`src/rtl/spi_reg_pkg.sv`:
```
// Shared types and helpers for the SPI register-access sequencer.
//   state_t     : sequencer states
//   BYTE_W      : width of one SPI byte
//   build_frame : packs {rw, addr, wdata} into a right-justified command
//                 frame of (addr_bytes + data_bytes) bytes, MSB first
package spi_reg_pkg;

  typedef enum logic [1:0] {
    IDLE,
    SEND,
    WAIT_RX,
    RESP
  } state_t;

  localparam int unsigned BYTE_W = 8;

  // addr must be zero-extended by the caller. The R/W flag occupies the MSB
  // of the first address byte. Read frames carry zero data bytes.
  function automatic logic [63:0] build_frame(
    input logic              rw,
    input logic [30:0]       addr,
    input logic [31:0]       wdata,
    input int unsigned       addr_bytes,
    input int unsigned       data_bytes
  );
    logic [63:0] hdr;
    hdr = {33'd0, addr} | (64'(rw) << (BYTE_W * addr_bytes - 1));
    return (hdr << (BYTE_W * data_bytes)) | (rw ? 64'd0 : {32'd0, wdata});
  endfunction

endpackage

```
`src/rtl/spi_reg_master.sv`:
```
// Register read/write sequencer feeding an spi_master byte stream.
// Accepts one request, shifts its command frame out one byte at a time,
// collects the full-duplex RX bytes and returns them with a timeout flag.
//   clk, rst                 : clock, synchronous active-high reset
//   req_valid/ready          : request handshake (rw, addr, wdata)
//   rsp_valid/ready          : response handshake (rdata, err)
//   spi_tx_data/valid/ready  : byte stream towards spi_master
//   spi_rx_data/valid        : received-byte strobe from spi_master
module spi_reg_master
  import spi_reg_pkg::*;
#(
  parameter int unsigned ADDR_BYTES = 1,
  parameter int unsigned DATA_BYTES = 1,
  parameter int unsigned TIMEOUT    = 4096
) (
  input  logic                        clk,
  input  logic                        rst,
  input  logic                        req_valid,
  output logic                        req_ready,
  input  logic                        req_rw,
  input  logic [8*ADDR_BYTES-2:0]     req_addr,
  input  logic [8*DATA_BYTES-1:0]     req_wdata,
  output logic                        rsp_valid,
  input  logic                        rsp_ready,
  output logic [8*DATA_BYTES-1:0]     rsp_rdata,
  output logic                        rsp_err,
  output logic [7:0]                  spi_tx_data,
  output logic                        spi_tx_valid,
  input  logic                        spi_tx_ready,
  input  logic [7:0]                  spi_rx_data,
  input  logic                        spi_rx_valid
);

  localparam int unsigned DW = BYTE_W * DATA_BYTES;
  localparam int unsigned N  = ADDR_BYTES + DATA_BYTES;
  localparam int unsigned FW = BYTE_W * N;
  localparam int unsigned TW = $clog2(TIMEOUT);
  localparam int unsigned IW = $clog2(N + 1);

  state_t          state, state_next;
  logic [FW-1:0]   shreg;
  logic [IW-1:0]   idx;
  logic [TW-1:0]   tmo;
  logic            rx_last;
  logic            tmo_hit;

  assign rx_last = (idx == IW'(N - 1));
  // Last waiting cycle: the counter would reach TIMEOUT-1 on this edge.
  assign tmo_hit = (tmo == TW'(TIMEOUT - 2));

  // The frame register's top byte is the TX byte, so it is a flop output.
  assign spi_tx_data = shreg[FW-1 -: BYTE_W];

  always_ff @(posedge clk) begin
    if (rst) state <= IDLE;
    else     state <= state_next;
  end

  always_comb begin
    state_next = state;
    case (state)
      IDLE:    if (req_valid) state_next = SEND;
      SEND:    if (spi_tx_ready) state_next = WAIT_RX;
      WAIT_RX: begin
        // A byte arriving on the timeout cycle takes priority over the error.
        if (spi_rx_valid) state_next = rx_last ? RESP : SEND;
        else if (tmo_hit) state_next = RESP;
      end
      RESP:    if (rsp_ready) state_next = IDLE;
      default: state_next = IDLE;
    endcase
  end

  // Handshake outputs are registered from the next state so they line up
  // with the state register.
  always_ff @(posedge clk) begin
    if (rst) begin
      req_ready    <= 1'b1;
      spi_tx_valid <= 1'b0;
      rsp_valid    <= 1'b0;
    end else begin
      req_ready    <= (state_next == IDLE);
      spi_tx_valid <= (state_next == SEND);
      rsp_valid    <= (state_next == RESP);
    end
  end

  always_ff @(posedge clk) begin
    if (rst) begin
      shreg     <= '0;
      idx       <= '0;
      tmo       <= '0;
      rsp_rdata <= '0;
      rsp_err   <= 1'b0;
    end else begin
      case (state)
        IDLE: begin
          if (req_valid) begin
            shreg     <= FW'(build_frame(req_rw, 31'(req_addr), 32'(req_wdata),
                                         ADDR_BYTES, DATA_BYTES));
            idx       <= '0;
            rsp_rdata <= '0;
            rsp_err   <= 1'b0;
          end
        end
        SEND: begin
          if (spi_tx_ready) begin
            shreg <= shreg << BYTE_W;
            tmo   <= '0;
          end
        end
        WAIT_RX: begin
          if (spi_rx_valid) begin
            if (idx >= IW'(ADDR_BYTES)) rsp_rdata <= DW'({rsp_rdata, spi_rx_data});
            idx <= idx + 1'b1;
          end else begin
            tmo <= tmo + 1'b1;
            if (tmo_hit) rsp_err <= 1'b1;
          end
        end
        default: ;
      endcase
    end
  end

endmodule

```
`config.mk`:
```
export PLATFORM = sky130hd
export DESIGN_NAME = spi_reg_master
export DESIGN_NICKNAME = d
export VERILOG_FILES = /design/src/rtl/spi_reg_pkg.sv /design/src/rtl/spi_reg_master.sv
export SDC_FILE = /design/constraint.sdc
export NUM_CORES = 1
export LEC_CHECK = 0
export ABC_AREA = 1
export CORE_UTILIZATION = 43
export DETAILED_ROUTE_END_ITERATION = 12
export MAX_ROUTING_LAYER = met4
export PLACE_DENSITY = 0.71
export RECOVER_POWER = 100
export REMOVE_ABC_BUFFERS = 1
export SYNTH_ARGS = -nofsm -noshare
export SYNTH_HDL_FRONTEND = slang
export SYNTH_SLANG_ARGS = --single-unit
```
`constraint.sdc`:
```
create_clock -name clk -period 1.4 [get_ports clk]
set_input_delay 0.28 -clock clk [delete_from_list [all_inputs] [get_ports clk]]
set_output_delay 0.28 -clock clk [all_outputs]
set_load 0.01 [all_outputs]
```
==> impl_metrics.xml, run 1 <==
<?xml version="1.0" encoding="UTF-8"?>
<metrics>
  <group name="outcome">
    <metric name="status" unit="">finished, violations left</metric>
    <metric name="failed_checks" unit="">design-rule violations</metric>
  </group>
  <group name="cts">
    <metric name="tritoncts" unit="">done</metric>
    <metric name="ctsHtreeMaxLevel" unit="">2</metric>
    <metric name="clkSinkCount" unit="">44</metric>
    <metric name="cts-buffers-inserted" unit="">5</metric>
    <metric name="clock-root-buffer" unit="">sky130_fd_sc_hd__clkbuf_8</metric>
    <metric name="cts.reportedPaths.clkPinSlew" unit="ns">0.08</metric>
    <metric name="clock_path_buffers" unit="">2</metric>
    <metric name="latest_clock_arrival_within_the_worst_skew_pair" unit="ns">0.29</metric>
  </group>
  <group name="sta">
    <metric name="fin_crit_sh" unit="%">98.6</metric>
    <metric name="maximum_operating_frequency" unit="MHz">724</metric>
    <metric name="setup-violations-final" unit="">0</metric>
    <metric name="finalHoldViolCount" unit="">0</metric>
    <metric name="worst_clock_skew" unit="ns">0.00254</metric>
    <metric name="timing.max_slew.rel_slack" unit="%">84.7</metric>
    <metric name="maxSlewViolCount" unit="">0</metric>
    <metric name="setup-tns-final" unit="ns">0</metric>
    <metric name="post-route-min-period" unit="ns">1.38</metric>
    <metric name="worst-slew-pin-transition" unit="ns">0.230</metric>
    <metric name="setup_repair_after_global_routing_missed_its_margin" unit="">true</metric>
  </group>
  <group name="yosys">
    <metric name="yosysSeqAreaShare" unit="%">43.4</metric>
    <metric name="synth_top_area_share" unit="%">43.4</metric>
    <metric name="synthesis.yosys.warnings" unit="">0</metric>
    <metric name="cell_types_with_the_largest_area_share_after_synthesis" unit="">sky130_fd_sc_hd__dfxtp_1 (43%), sky130_fd_sc_hd__o21ai_0 (7.6%), sky130_fd_sc_hd__a21oi_1 (6.9%)</metric>
    <metric name="post_synthesis_sequential_element_count" unit="">44</metric>
    <metric name="synth_top_cell_by_area" unit="">sky130_fd_sc_hd__dfxtp_1</metric>
    <metric name="yosys.cell_types.count" unit="">30</metric>
    <metric name="post_synth_inst_count" unit="">266</metric>
    <metric name="netlist_area_pre_place" unit="sq um">2030</metric>
    <metric name="syn_area_per_cell" unit="sq um">7.62</metric>
  </group>
  <group name="global_route">
    <metric name="global_route_wire_length_before_repair" unit="mm">8.27</metric>
    <metric name="grt_pass1_vias" unit="">1792</metric>
    <metric name="grt-ovfl-total" unit="">0</metric>
    <metric name="grt_usage" unit="%">21.4</metric>
    <metric name="antenna_violations_before_repair" unit="">0</metric>
    <metric name="grt_max_degree" unit="">33</metric>
  </group>
  <group name="pwr">
    <metric name="clkPwrFrac" unit="%">26.8</metric>
    <metric name="total_power" unit="W">0.00277</metric>
    <metric name="p_int" unit="W">0.00200</metric>
    <metric name="sw_frac_of_total" unit="%">27.8</metric>
    <metric name="power.ir.vdd_worst" unit="uV">700</metric>
    <metric name="power_per_cell_area" unit="nW/um^2">1000</metric>
    <metric name="p_comb_share" unit="%">22.6</metric>
    <metric name="power.sequential.fraction" unit="%">50.5</metric>
    <metric name="total_switching_power" unit="W">0.000771</metric>
    <metric name="p_leak" unit="nW">1.21</metric>
  </group>
  <group name="floorplanning">
    <metric name="top_level_ports" unit="">50</metric>
    <metric name="die_area" unit="sq um">5000</metric>
    <metric name="core_outline_area" unit="sq um">4440</metric>
    <metric name="die_w" unit="um">70.7</metric>
    <metric name="die_y" unit="um">70.7</metric>
    <metric name="fp_rows" unit="">24</metric>
    <metric name="initial_core_util" unit="%">45.6</metric>
  </group>
  <group name="routing">
    <metric name="first_iter_violations" unit="">137</metric>
    <metric name="wire_per_inst" unit="um">13.0</metric>
    <metric name="drcViolationCount" unit="">8</metric>
    <metric name="postRouteWirelength" unit="mm">4.93</metric>
    <metric name="drt.antenna.violating_nets" unit="">0</metric>
    <metric name="via_per_inst" unit="">5.11</metric>
    <metric name="num_vias" unit="">1940</metric>
    <metric name="first_pass_iters" unit="">9</metric>
  </group>
  <group name="placement">
    <metric name="hpwlAfterDp" unit="mm">3.48</metric>
    <metric name="gp_congestion" unit="">0.880</metric>
    <metric name="portBuffers" unit="">49</metric>
    <metric name="post_dp_cell_area" unit="sq um">2650</metric>
  </group>
  <group name="worst_setup_path">
    <metric name="required_arrival_time_at_the_worst_endpoint" unit="ns">1.58</metric>
    <metric name="cp.arrival" unit="ns">1.57</metric>
    <metric name="worst-path-max-fanout" unit="">6</metric>
    <metric name="critical_path.endpoint_type" unit="">flop</metric>
    <metric name="critPathLaunchType" unit="">primary input</metric>
    <metric name="crit_type" unit="">in2reg</metric>
  </group>
  <group name="cells_and_area">
    <metric name="fin_nets" unit="">362</metric>
    <metric name="final_instance_area" unit="sq um">2770</metric>
    <metric name="filler_cell_count" unit="">391</metric>
    <metric name="syn2layout_area_growth" unit="%">36.4</metric>
    <metric name="layout-drive-gt1-share" unit="%">18.0</metric>
    <metric name="antenna-diode-count" unit="">0</metric>
  </group>
  <group name="hold_path">
    <metric name="hold_path_class" unit="">reg2reg</metric>
  </group>
  <group name="run">
    <metric name="drv_cap" unit="">0</metric>
  </group>
</metrics>
area by class of cell:
type,count,area [sq um],share of cell area [%]
Inverter,28,105,3.80
Multi-Input combinational cell,176,973,35.2
Tap cell,52,65.1,2.35
Sequential cell,44,883,31.9
Timing Repair Buffer,73,662,23.9
Clock buffer,6,72.6,2.62
Clock inverter,1,5.00,0.181
kinds of logic (layout without fill, tap and decap cells):
family / after synthesis / count (layout) / synth area share, %
simple gates: 97 / 97 / 23.0
compound gates: 75 / 75 / 20.0
buf+inv: 46 / 108 / 11.0
flops: 44 / 44 / 43.4
fa+ha+maj: 4 / 4 / 2.47
worst max-delay path, cell delays in order:
cell and delay [ns]:
sky130_fd_sc_hd__clkdlybuf4s50_1 0.41, sky130_fd_sc_hd__inv_2 0.07, sky130_fd_sc_hd__nand3_1 0.12, sky130_fd_sc_hd__nand2_2 0.17, sky130_fd_sc_hd__nand3_2 0.11, sky130_fd_sc_hd__o21ai_2 0.15, sky130_fd_sc_hd__nand2_1 0.10, sky130_fd_sc_hd__o21ai_2 0.09
sky130_fd_sc_hd__inv_1 0.06
metrics by stage:
stage / hold WS [ns] / setup slack [ns] / cells / util [%]
4_1_cts: 0.485 / 0.0318 / 379 / 60.8
5_1_grt: 0.527 / -0.0484 / 380 / 62.2
3_5_place_dp: 0.473 / -0.271 / 372 / 59.6
6_report: 0.488 / 0.0196 / 380 / 62.2
3_3_place_gp: 0.469 / -0.232 / 372 / 59.6
2_1_floorplan: 0.349 / -0.0753 / 248 / -
final timing paths:
| path | start | endpoint | slack [ns] | cells past startpoint |
|---|---|---|---|---|
| setup / recovery | spi_rx_valid | tmo[6]$_SDFFE_PP0P_ | 0.02 | 9 |
| hold / removal | tmo[5]$_SDFFE_PP0P_ | tmo[5]$_SDFFE_PP0P_ | 0.49 | 2 |
| setup reg to reg | state[1]$_SDFF_PP0_ | tmo[6]$_SDFFE_PP0P_ | 0.05 | 7 |
| hold reg to reg | tmo[5]$_SDFFE_PP0P_ | tmo[5]$_SDFFE_PP0P_ | 0.49 | 2 |
cell usage after synthesis, drive strengths merged:
master and instances:
a31oi 8, nand3b 1, clkinv 1, o211a 1
nand2 40, a211oi 3, inv 27, nor2 28
dfxtp 44, clkbuf 2, a21oi 28, a2bb2oi 1
nand3 21, o21ai 34, buf 16, nor3 2
nand4 5, ha 4
flip-flops by register name, indices dropped and copies added (netlist names):
| signal | count |
|---|---|
| rsp_err | 1 |
| rsp_rdata | 8 |
| spi_tx_valid | 1 |
| shreg | 16 |
| state | 2 |
| idx | 2 |
| rsp_valid | 1 |
| req_ready | 1 |
| tmo | 12 |
layer usage:
layer / up-vias / global-route usage [%] / share of wire [%]
li1: 1005 / - / -
met1: 859 / 27.2 / 44
met2: 65 / 34.0 / 47
met3: 11 / 4.84 / 5.9
met4: 0 / 6.44 / 2.5
met5: - / - / 0
placed cells by master, fill, tap and decap left out, types with 2 or more instances in the layout:
cell type and n:
sky130_fd_sc_hd__dfxtp_1 42, sky130_fd_sc_hd__nand2_1 35, sky130_fd_sc_hd__o21ai_0 29, sky130_fd_sc_hd__clkdlybuf4s50_1 29, sky130_fd_sc_hd__a21oi_1 26, sky130_fd_sc_hd__nor2_1 23
sky130_fd_sc_hd__buf_4 22, sky130_fd_sc_hd__inv_1 21, sky130_fd_sc_hd__dlygate4sd2_1 20, sky130_fd_sc_hd__nand3_1 19, sky130_fd_sc_hd__a31oi_1 8, sky130_fd_sc_hd__inv_2 6
sky130_fd_sc_hd__clkbuf_8 5, sky130_fd_sc_hd__nand4_1 4, sky130_fd_sc_hd__ha_1 4, sky130_fd_sc_hd__nand2_2 3, sky130_fd_sc_hd__o21ai_1 3, sky130_fd_sc_hd__a211oi_2 3
sky130_fd_sc_hd__nor2_2 3, sky130_fd_sc_hd__nor2_4 2, sky130_fd_sc_hd__nand2_4 2, sky130_fd_sc_hd__a21oi_2 2, sky130_fd_sc_hd__o21ai_2 2, sky130_fd_sc_hd__dfxtp_2 2
power groups by stage:
stage          Sequential, W  Clock (W)  Combinational, W
6_report             0.00140   0.000743          0.000627
3_3_place_gp         0.00143          0          0.000632
3_5_place_dp         0.00143          0          0.000637
5_1_grt              0.00141   0.000825          0.000695
4_1_cts              0.00140   0.000765          0.000602
2_1_floorplan        0.00146          0          0.000254
repair_timing:
| action | 4_1_cts | 5_1_grt |
|---|---|---|
| resized for setup | 22 | 17 |
| endpoints found under the setup margin | 21 | 15 |
| pin swaps | 0 | 1 |
| hold buffers | 0 | 0 |
| setup buffers | 0 | 1 |
Note: power is estimated with default switching activity, not from simulation.
==> inputs of run 2 (changes only) <==
Settings changed: ABC_CLOCK_PERIOD_IN_PS set to 1600, DONT_BUFFER_PORTS set to 1, PLACE_DENSITY 0.71 to not set.
Clock period 1.4 ns to 1.6 ns, I/O delays scaled along.
==> impl_metrics.xml, run 2 (synthesis results as in run 1) <==
<?xml version="1.0" encoding="UTF-8"?>
<metrics>
  <group name="outcome">
    <metric name="status" unit="">finished, violations left</metric>
    <metric name="failed_checks" unit="">design-rule violations</metric>
  </group>
  <group name="hold_path">
    <metric name="hold_path_class" unit="">in2reg</metric>
  </group>
  <group name="cts">
    <metric name="cts_setup_buffers" unit="">0</metric>
    <metric name="clock-root-buffer" unit="">sky130_fd_sc_hd__clkbuf_8</metric>
    <metric name="clock_path_buffers" unit="">2</metric>
    <metric name="ctsHoldBuffers" unit="">0</metric>
    <metric name="latest_clock_arrival_within_the_worst_skew_pair" unit="ns">0.30</metric>
    <metric name="ctsHtreeMaxLevel" unit="">2</metric>
    <metric name="clkSinkCount" unit="">44</metric>
    <metric name="cts.reportedPaths.clkPinSlew" unit="ns">0.09</metric>
    <metric name="tritoncts" unit="">done</metric>
    <metric name="cts-buffers-inserted" unit="">5</metric>
  </group>
  <group name="global_route">
    <metric name="global_routing_s_busiest_layer" unit="">met2</metric>
    <metric name="groute.layer.met3.usage" unit="%">5.98</metric>
    <metric name="antenna_violations_before_repair" unit="">0</metric>
    <metric name="global_route_wire_length_before_repair" unit="mm">6.63</metric>
    <metric name="grt_pass1_vias" unit="">1502</metric>
    <metric name="grt-ovfl-total" unit="">0</metric>
    <metric name="grt_max_degree" unit="">33</metric>
    <metric name="grt.met2_usage" unit="%">27.5</metric>
    <metric name="grt_usage" unit="%">17.2</metric>
    <metric name="gr-usage-met1" unit="%">19.8</metric>
  </group>
  <group name="routing">
    <metric name="via_per_inst" unit="">5.29</metric>
    <metric name="wire_per_inst" unit="um">13.3</metric>
    <metric name="postRouteWirelength" unit="mm">4.19</metric>
    <metric name="drt.antenna.violating_nets" unit="">0</metric>
    <metric name="drcViolationCount" unit="">8</metric>
    <metric name="first_iter_violations" unit="">86</metric>
    <metric name="first_pass_iters" unit="">8</metric>
    <metric name="num_vias" unit="">1667</metric>
  </group>
  <group name="placement">
    <metric name="hpwlAfterDp" unit="mm">2.99</metric>
    <metric name="portBuffers" unit="">0</metric>
    <metric name="gp_congestion" unit="">0.827</metric>
  </group>
  <group name="floorplanning">
    <metric name="die_w" unit="um">70.7</metric>
    <metric name="die_area" unit="sq um">5000</metric>
    <metric name="core_outline_area" unit="sq um">4440</metric>
    <metric name="fp_rows" unit="">24</metric>
    <metric name="top_level_ports" unit="">50</metric>
    <metric name="die_y" unit="um">70.7</metric>
    <metric name="initial_core_util" unit="%">45.6</metric>
  </group>
  <group name="sta">
    <metric name="setup_repair_after_global_routing_missed_its_margin" unit="">false</metric>
    <metric name="post-route-min-period" unit="ns">1.43</metric>
    <metric name="maximum_operating_frequency" unit="MHz">697</metric>
    <metric name="timing.max_slew.rel_slack" unit="%">76.3</metric>
    <metric name="worst-slew-pin-transition" unit="ns">0.355</metric>
    <metric name="setup-tns-final" unit="ns">0</metric>
    <metric name="fin_crit_sh" unit="%">89.6</metric>
    <metric name="finalHoldViolCount" unit="">0</metric>
    <metric name="worst_clock_skew" unit="ns">0.00480</metric>
    <metric name="setup-violations-final" unit="">0</metric>
    <metric name="maxSlewViolCount" unit="">0</metric>
  </group>
  <group name="cells_and_area">
    <metric name="layout_commonest_cell" unit="">sky130_fd_sc_hd__dfxtp_1</metric>
    <metric name="registers.top_by_ff_count" unit="">shreg</metric>
    <metric name="fin_nets" unit="">296</metric>
    <metric name="mostFrequentLayoutCells" unit="">sky130_fd_sc_hd__dfxtp_1 (43), sky130_fd_sc_hd__nand2_1 (37), sky130_fd_sc_hd__o21ai_0 (33)</metric>
    <metric name="post-route-util" unit="%">48.2</metric>
    <metric name="largest_register_ffs" unit="">16</metric>
    <metric name="layout-drive-gt1-share" unit="%">9.89</metric>
    <metric name="syn2layout_area_growth" unit="%">5.68</metric>
    <metric name="antenna-diode-count" unit="">0</metric>
    <metric name="largestRegisters" unit="">shreg x16, tmo x12, rsp_rdata x8</metric>
  </group>
  <group name="worst_setup_path">
    <metric name="worst-path-max-fanout" unit="">10</metric>
    <metric name="worst-r2r-setup-slack" unit="ns">0.17</metric>
    <metric name="required_arrival_time_at_the_worst_endpoint" unit="ns">1.80</metric>
    <metric name="cp.arrival" unit="ns">1.64</metric>
    <metric name="critPathLaunchType" unit="">flop</metric>
    <metric name="critical_path.endpoint_type" unit="">flop</metric>
    <metric name="crit_type" unit="">reg2reg</metric>
  </group>
  <group name="pwr">
    <metric name="p_leak" unit="nW">0.882</metric>
    <metric name="power_per_cell_area" unit="nW/um^2">1140</metric>
    <metric name="power.ir.vdd_worst" unit="uV">494</metric>
  </group>
  <group name="run">
    <metric name="drv_cap" unit="">0</metric>
  </group>
</metrics>
-- run 2: metal layers --
| metal | vias to the layer above | wire (um) |
|---|---|---|
| li1 | 878 | - |
| met1 | 744 | 2010 |
| met2 | 39 | 1870 |
| met3 | 6 | 251 |
| met4 | 0 | 59 |
| met5 | - | 0 |
-- run 2: where the power goes --
part	switching [W]	internal [W]	total, W
Combinational	0.000193	0.000114	0.000306
Clock	0.000406	0.000470	0.000876
Sequential	0.0000735	0.00118	0.00126
-- run 2: path summary, 6_finish.rpt --
| check | start | to | cells past startpoint |
|---|---|---|---|
| setup reg to reg | state[0]$_SDFF_PP0_ | rsp_rdata[5]$_SDFFE_PP0P_ | 7 |
| setup / recovery | state[0]$_SDFF_PP0_ | rsp_rdata[5]$_SDFFE_PP0P_ | 7 |
| hold / removal | rst | tmo[11]$_SDFFE_PP0P_ | 1 |
| hold reg to reg | tmo[9]$_SDFFE_PP0P_ | tmo[9]$_SDFFE_PP0P_ | 2 |
-- run 2: cell type report --
type                    instances  area [sq um]
clock buffers                   5          68.8
clock inverters                 3          46.3
fillers                       459          2300
inverters                      28           105
multi-input cells             176           911
flip-flops and latches         44           882
well taps                      52          65.1
repair buffers                  7          65.1
-- run 2: critical path, cell delays in order (launching register included) --
cell	delay, ns
sky130_fd_sc_hd__dfxtp_1	0.35
sky130_fd_sc_hd__buf_4	0.19
sky130_fd_sc_hd__nor2_4	0.14
sky130_fd_sc_hd__nand2_4	0.07
sky130_fd_sc_hd__nand2_1	0.19
sky130_fd_sc_hd__inv_1	0.17
sky130_fd_sc_hd__a21oi_1	0.16
sky130_fd_sc_hd__nor2_1	0.05
-- run 2: through the flow --
stage               total power [W]  setup WS, ns  instance area (sq um)  cells  hold WS (ns)
floorplan                   0.00150         0.125                   1910    248         0.389
global placement            0.00159         0.193                   2040    307         0.394
detailed placement          0.00160         0.166                   2040    307         0.395
CTS                         0.00248         0.143                   2150    315        0.0671
global route                0.00256        0.0304                   2140    315        0.0619
finish                      0.00244         0.166                   2140    315        0.0765
-- run 2: repair_timing --
item	CTS	global route
endpoints found under the setup margin	0	1
endpoints found under the hold margin	0	0
gates resized for setup	0	1
